$ cat src/rtl/lpif_txrx_flit_tx_credit.sv
// rtl/lpif_txrx_flit_tx_credit.sv - credit-managed buffered flit transmit engine striping flits across PHY channels.
// Optional feature macro: LPIF_TX_PARITY_EN (per-channel even parity in bit CH_WIDTH-2).
module lpif_txrx_flit_tx_credit #(
  parameter int NUM_CH     = 8,
  parameter int CH_WIDTH   = 80,
  parameter int PAYLOAD_W  = 537,
  parameter int FIFO_DEPTH = 4,
  parameter int CREDIT_W   = 8
) (
  input  logic                         clk_wr,
  input  logic                         rst_wr,
  input  logic                         tx_online,
  input  logic [CREDIT_W-1:0]          init_credit,
  input  logic                         credit_return,
  input  logic [7:0]                   stb_period,
  input  logic [PAYLOAD_W-1:0]         dstrm_payload,
  input  logic                         dstrm_valid,
  output logic                         dstrm_ready,
  output logic [NUM_CH*CH_WIDTH-1:0]   tx_phy,
  output logic [31:0]                  debug_status
);
  localparam int SLICE_W = CH_WIDTH - 4;
  localparam int PAD_W   = NUM_CH * SLICE_W;
  localparam int AW      = (FIFO_DEPTH > 2) ? $clog2(FIFO_DEPTH) : 1;

  localparam logic [1:0] ST_OFFLINE = 2'd0;
  localparam logic [1:0] ST_INIT    = 2'd1;
  localparam logic [1:0] ST_RUN     = 2'd2;

  if (PAYLOAD_W > NUM_CH * (CH_WIDTH - 4)) begin : g_chk_payload
    $error("PAYLOAD_W does not fit in NUM_CH*(CH_WIDTH-4)");
  end
  if (FIFO_DEPTH < 2 || (FIFO_DEPTH & (FIFO_DEPTH - 1)) != 0) begin : g_chk_depth
    $error("FIFO_DEPTH must be a power of two and at least 2");
  end
  if (CREDIT_W > 16) begin : g_chk_credit
    $error("CREDIT_W must be at most 16");
  end

  logic [1:0]           state;
  logic [PAYLOAD_W-1:0] mem [FIFO_DEPTH];
  logic [AW-1:0]        wr_ptr, rd_ptr;
  logic [AW:0]          count;
  logic [CREDIT_W-1:0]  credit;
  logic [7:0]           stb_cnt, stb_lim, stb_eff;
  logic                 sticky_ovf, sticky_wait;

  logic run, full, empty, push, pop, strobe;
  logic [PAD_W-1:0]              pad;
  logic [NUM_CH*CH_WIDTH-1:0]    phy_next;

  assign run         = (state == ST_RUN);
  assign full        = (count == (AW+1)'(FIFO_DEPTH));
  assign empty       = (count == '0);
  assign dstrm_ready = run & ~full;
  assign push        = dstrm_valid & dstrm_ready;
  assign pop         = run & tx_online & ~empty & (credit != '0);
  // The period is resampled only at the start of each strobe window.
  assign stb_eff     = (stb_cnt == 8'd0) ? stb_period : stb_lim;
  assign strobe      = run & (stb_cnt == 8'd0) & (stb_period != 8'd0);

  always_comb begin
    pad = '0;
    pad[PAYLOAD_W-1:0] = pop ? mem[rd_ptr] : '0;
    phy_next = '0;
    for (int c = 0; c < NUM_CH; c++) begin
      phy_next[c*CH_WIDTH]              = pop;
      phy_next[c*CH_WIDTH+1]            = strobe;
      phy_next[c*CH_WIDTH+2 +: SLICE_W] = pad[c*SLICE_W +: SLICE_W];
`ifdef LPIF_TX_PARITY_EN
      phy_next[c*CH_WIDTH+CH_WIDTH-2]   = ^phy_next[c*CH_WIDTH +: CH_WIDTH-2];
`else
      phy_next[c*CH_WIDTH+CH_WIDTH-2]   = 1'b0;
`endif
      phy_next[c*CH_WIDTH+CH_WIDTH-1]   = 1'b1;
    end
    if (!(run && tx_online)) phy_next = '0;
  end

  always_ff @(posedge clk_wr) begin
    if (push) mem[wr_ptr] <= dstrm_payload;
  end

  always_ff @(posedge clk_wr) begin
    if (rst_wr) begin
      state        <= ST_OFFLINE;
      wr_ptr       <= '0;
      rd_ptr       <= '0;
      count        <= '0;
      credit       <= '0;
      stb_cnt      <= 8'd0;
      stb_lim      <= 8'd0;
      sticky_ovf   <= 1'b0;
      sticky_wait  <= 1'b0;
      tx_phy       <= '0;
      debug_status <= 32'd0;
    end else begin
      tx_phy       <= phy_next;
      debug_status <= {4'd0, state, sticky_wait, sticky_ovf, 8'(count), 16'(credit)};
      if (run && !empty && credit == '0) sticky_wait <= 1'b1;
      if (!tx_online) begin
        state   <= ST_OFFLINE;
        wr_ptr  <= '0;
        rd_ptr  <= '0;
        count   <= '0;
        credit  <= '0;
        stb_cnt <= 8'd0;
      end else begin
        case (state)
          ST_OFFLINE: state <= ST_INIT;
          ST_INIT: begin
            state  <= ST_RUN;
            credit <= init_credit;
          end
          ST_RUN: begin
            if (push) wr_ptr <= wr_ptr + AW'(1);
            if (pop)  rd_ptr <= rd_ptr + AW'(1);
            count <= count + (AW+1)'(push) - (AW+1)'(pop);
            if (pop && !credit_return) begin
              credit <= credit - CREDIT_W'(1);
            end else if (!pop && credit_return) begin
              if (credit == '1) sticky_ovf <= 1'b1;
              else              credit <= credit + CREDIT_W'(1);
            end
            if (stb_cnt == 8'd0) stb_lim <= stb_period;
            if (stb_eff == 8'd0 || stb_cnt == stb_eff - 8'd1) stb_cnt <= 8'd0;
            else                                              stb_cnt <= stb_cnt + 8'd1;
          end
          default: state <= ST_OFFLINE;
        endcase
      end
    end
  end
endmodule

$ cat config.mk
export PLATFORM = sky130hd
export DESIGN_NAME = lpif_txrx_flit_tx_credit
export DESIGN_NICKNAME = d
export VERILOG_FILES = /design/src/rtl/lpif_txrx_flit_tx_credit.sv
export SDC_FILE = /design/constraint.sdc
export NUM_CORES = 2
export LEC_CHECK = 0
export CAP_MARGIN = 30
export CORE_AREA = 2 2 481 483
export DETAILED_ROUTE_END_ITERATION = 8
export DIE_AREA = 0 0 483 485
export DONT_BUFFER_PORTS = 1
export GPL_TIMING_DRIVEN = 0
export PLACE_DENSITY = 0.6
export SLEW_MARGIN = 20
export SYNTH_ARGS = -nofsm -noshare
export SYNTH_HDL_FRONTEND = slang
export SYNTH_SLANG_ARGS = --single-unit
$ cat constraint.sdc
create_clock -name clk_wr -period 42.8 [get_ports clk_wr]
set_input_delay 6.42 -clock clk_wr [delete_from_list [all_inputs] [get_ports clk_wr]]
set_output_delay 6.42 -clock clk_wr [all_outputs]
set_load 0.02 [all_outputs]
==> flow_summary.ini <==
[outcome]
outcome = finished, final reports clean

[worst_setup_path]
worstReg2RegEnd = mem[0][388]
worst_setup_path_startpoint = state[0]
worst_ep_arrival_time_ns = 2.74
worstSetupEndpoint = dstrm_ready
worstSetupPathType = reg -> out
timing.critical_path.from_type = flip-flop
critical_path.max_fanout = 10
rrSetupSlack_ns = 38.17
cp-end-kind = output pin
cp_data_required_time_ns = 36.38
timing.rr.start = state[0]
reg2reg_depth = 12

[grt]
grtUsageMet3_pct = 10.97
gr-total-overflow = 0
grt_first_pass_wirelength_um = 324900
first_global_vias = 43550
met1_usage_pct = 20.66
grt_antenna_before_repair = 13
grtUsageMet2_pct = 32.16
gr-max-usage-layer = met2
maximum_number_of_pins_on_one_net_before_global_route_repair = 45
globalRouteTotalUtil_pct = 19.37

[clocking]
insertion_delay_ns = 0.94
cts.sinks = 2740
post_cts_hold_buffer_count = 0
cts.htree.levels = 5
cts_max_path_buffers = 4
ctsRootBufferMaster = sky130_fd_sc_hd__clkbuf_16
postCtsResizedCells = 0
clkSlewWorstSetupHoldPaths_ns = 0.06
tritoncts_clock_tree = yes
cts-buffers-inserted = 295
cts_setup_buffers = 0

[drt]
route.final.wire_length_um = 230700
vias = 42210
dr.first_iter.drc_count = 2785
drt-pass1-iter-count = 5
detail_route.drc_violations = 0
detail_route.wl_per_cell_um = 28.20
antenna_violating_nets_post_route = 0
via_density = 5.159

[floorplan]
start_util_pct = 41.61
die_height_um = 485
floorplan.rows = 176
design.die.area_um2 = 234300
die_width_um = 483
ioPinCount = 1231
floorplan.core_area_um2 = 229000

[cells_and_area]
fin_area_um2 = 110900
most_frequent_cells_in_the_layout = sky130_fd_sc_hd__edfxtp_1 (2148), sky130_fd_sc_hd__dfxtp_1 (592), sky130_fd_sc_hd__and2_1 (538)
area.growth.synth_to_final_pct = 16.40
ratio_of_cells_with_drive_above_1_in_the_final_layout_pct = 23.72
layout.cells.most_common = sky130_fd_sc_hd__edfxtp_1
fin_nets = 5497

[hold_path]
min_path_type = reg -> reg

[timing]
worst_slew_pin_slew_ns = 0.9205
slew_violations = 0
post-route-min-period_ns = 9.165
maxSlewHeadroom_pct = 38.63
final.setup.tns_ns = 0
rsz0062_at_grt = no
timing.final.hold_violations = 0
period_share_pct = 21.41
clock.fmax_mhz = 109.1
final.setup_skew_ns = 0.1023
setup_violations_final = 0

[placed_design]
io_buffers = 0
rd_place_congestion = 0.8176
dp.final_hpwl_um = 161400
placedInstanceArea_um2 = 101200

[synth]
mappedNetlistArea_um2 = 95300
synth.yosys.warnings = 0
gate_count_after_technology_mapping = 4413
seq_area_frac_synth_pct = 80.12
synth-async-reset-ratio_pct = 0
ys_ff_latch = 2740
synthesis.area_per_instance_um2 = 21.60
synth_edf_count = 2148
netlist-cell-type-count = 58
synth_ff_type = sky130_fd_sc_hd__edfxtp_1

[power]
power_density_nw_per_um2 = 48.09
worst_ir_drop_vdd_mv = 0.04712
static-leakage-power_nw = 35.80

[flow_run]
max_cap_violations = 0
==> area by class of cell <==
class | instances | area [um^2]
Fill cell | 18570 | 118100
Sequential cell | 2740 | 76350
Multi-Input combinational cell | 1437 | 17640
Clock buffer | 403 | 8170
Tap cell | 3026 | 3786
Timing Repair Buffer | 113 | 2143
Buffer | 313 | 1630
Clock inverter | 119 | 1107
Inverter | 18 | 67.56
Antenna cell | 13 | 32.53
==> routing by layer <==
| layer | vias to the layer above | wire [um] |
|---|---|---|
| li1 | 18200 | - |
| met1 | 22130 | 78740 |
| met2 | 1557 | 114100 |
| met3 | 317 | 30260 |
| met4 | 6 | 7556 |
| met5 | - | 42 |
==> worst min path at each step <==
stage / startpoint / depth (start not counted) / endpoint / slack, ns
after floorplan: sticky_wait / 2 / sticky_wait / 0.43
after global placement: sticky_wait / 2 / sticky_wait / 0.45
after detailed placement: sticky_wait / 2 / sticky_wait / 0.46
after CTS: sticky_wait / 1 / debug_status[25] / 0.47
after global routing: sticky_wait / 1 / debug_status[25] / 0.50
final: sticky_wait / 1 / debug_status[25] / 0.47
==> critical path, stage by stage (launching register included) <==
cell and delay, ns:
sky130_fd_sc_hd__dfxtp_1 0.32, sky130_fd_sc_hd__inv_1 0.09, sky130_fd_sc_hd__ha_1 0.15, sky130_fd_sc_hd__clkbuf_1 0.44, sky130_fd_sc_hd__inv_1 0.17, sky130_fd_sc_hd__a21oi_2 0.66
==> power by group <==
part	internal (mW)	switching, mW	total [mW]
Clock	1.43	0.999	2.43
Combinational	0.0136	0.0185	0.0321
Sequential	2.87	0.00216	2.87
==> logic make-up (layout without fill, tap and decap cells) <==
kind of cell | after synthesis | count (layout) | share of synthesized area (%)
fa+ha+maj | 21 | 21 | 0.2915
compound gates | 60 | 60 | 0.4136
mux | 551 | 551 | 12.85
flops | 2740 | 2740 | 80.12
xor+xnor | 21 | 21 | 0.1930
buf+inv | 331 | 966 | 1.774
other cells | 1 | 109 | 0.003935
simple gates | 688 | 688 | 4.360
==> per-stage QoR <==
stage                     setup slack, ns  hold WS (ns)  std cells  power [mW]  util, %
after floorplan                     23.19        0.4323       4508       2.960        -
after global placement              11.49        0.4493       7534       2.968    43.42
after detailed placement            33.69        0.4574       7609       2.962    44.18
after CTS                           33.51        0.4701       8131       5.390    48.23
after global routing                33.49        0.4952       8177       5.495    48.43
final                               33.64        0.4677       8182       5.335    48.44
==> state kept, by name, indices dropped and copies added (netlist names), 3 cells and up, named ones only <==
signal        cells
count             3
credit            8
debug_status     15
mem            2148
stb_cnt           8
stb_lim           8
tx_phy          540
==> synthesized netlist by cell type (all sizes together), types with 6 or more instances <==
library cell  instances  area share (%)
ha                   19            0.25
nor2                 41            0.16
nor4                 13            0.10
xnor2                13            0.12
and2                538             3.5
nand2                37            0.15
buf                 175             1.2
dfxtp               592              12
nand4                 7           0.046
mux4                537              13
a211oi                9           0.071
nor3                  8           0.042
and3                  6           0.041
a21oi                17           0.089
edfxtp             2148              68
xor2                  8           0.074
o21ai                10           0.053
inv                  18           0.071
clkbuf              138            0.54
nor2b                15           0.098
mux2i                11            0.12
(Power assumes the default switching activity.)
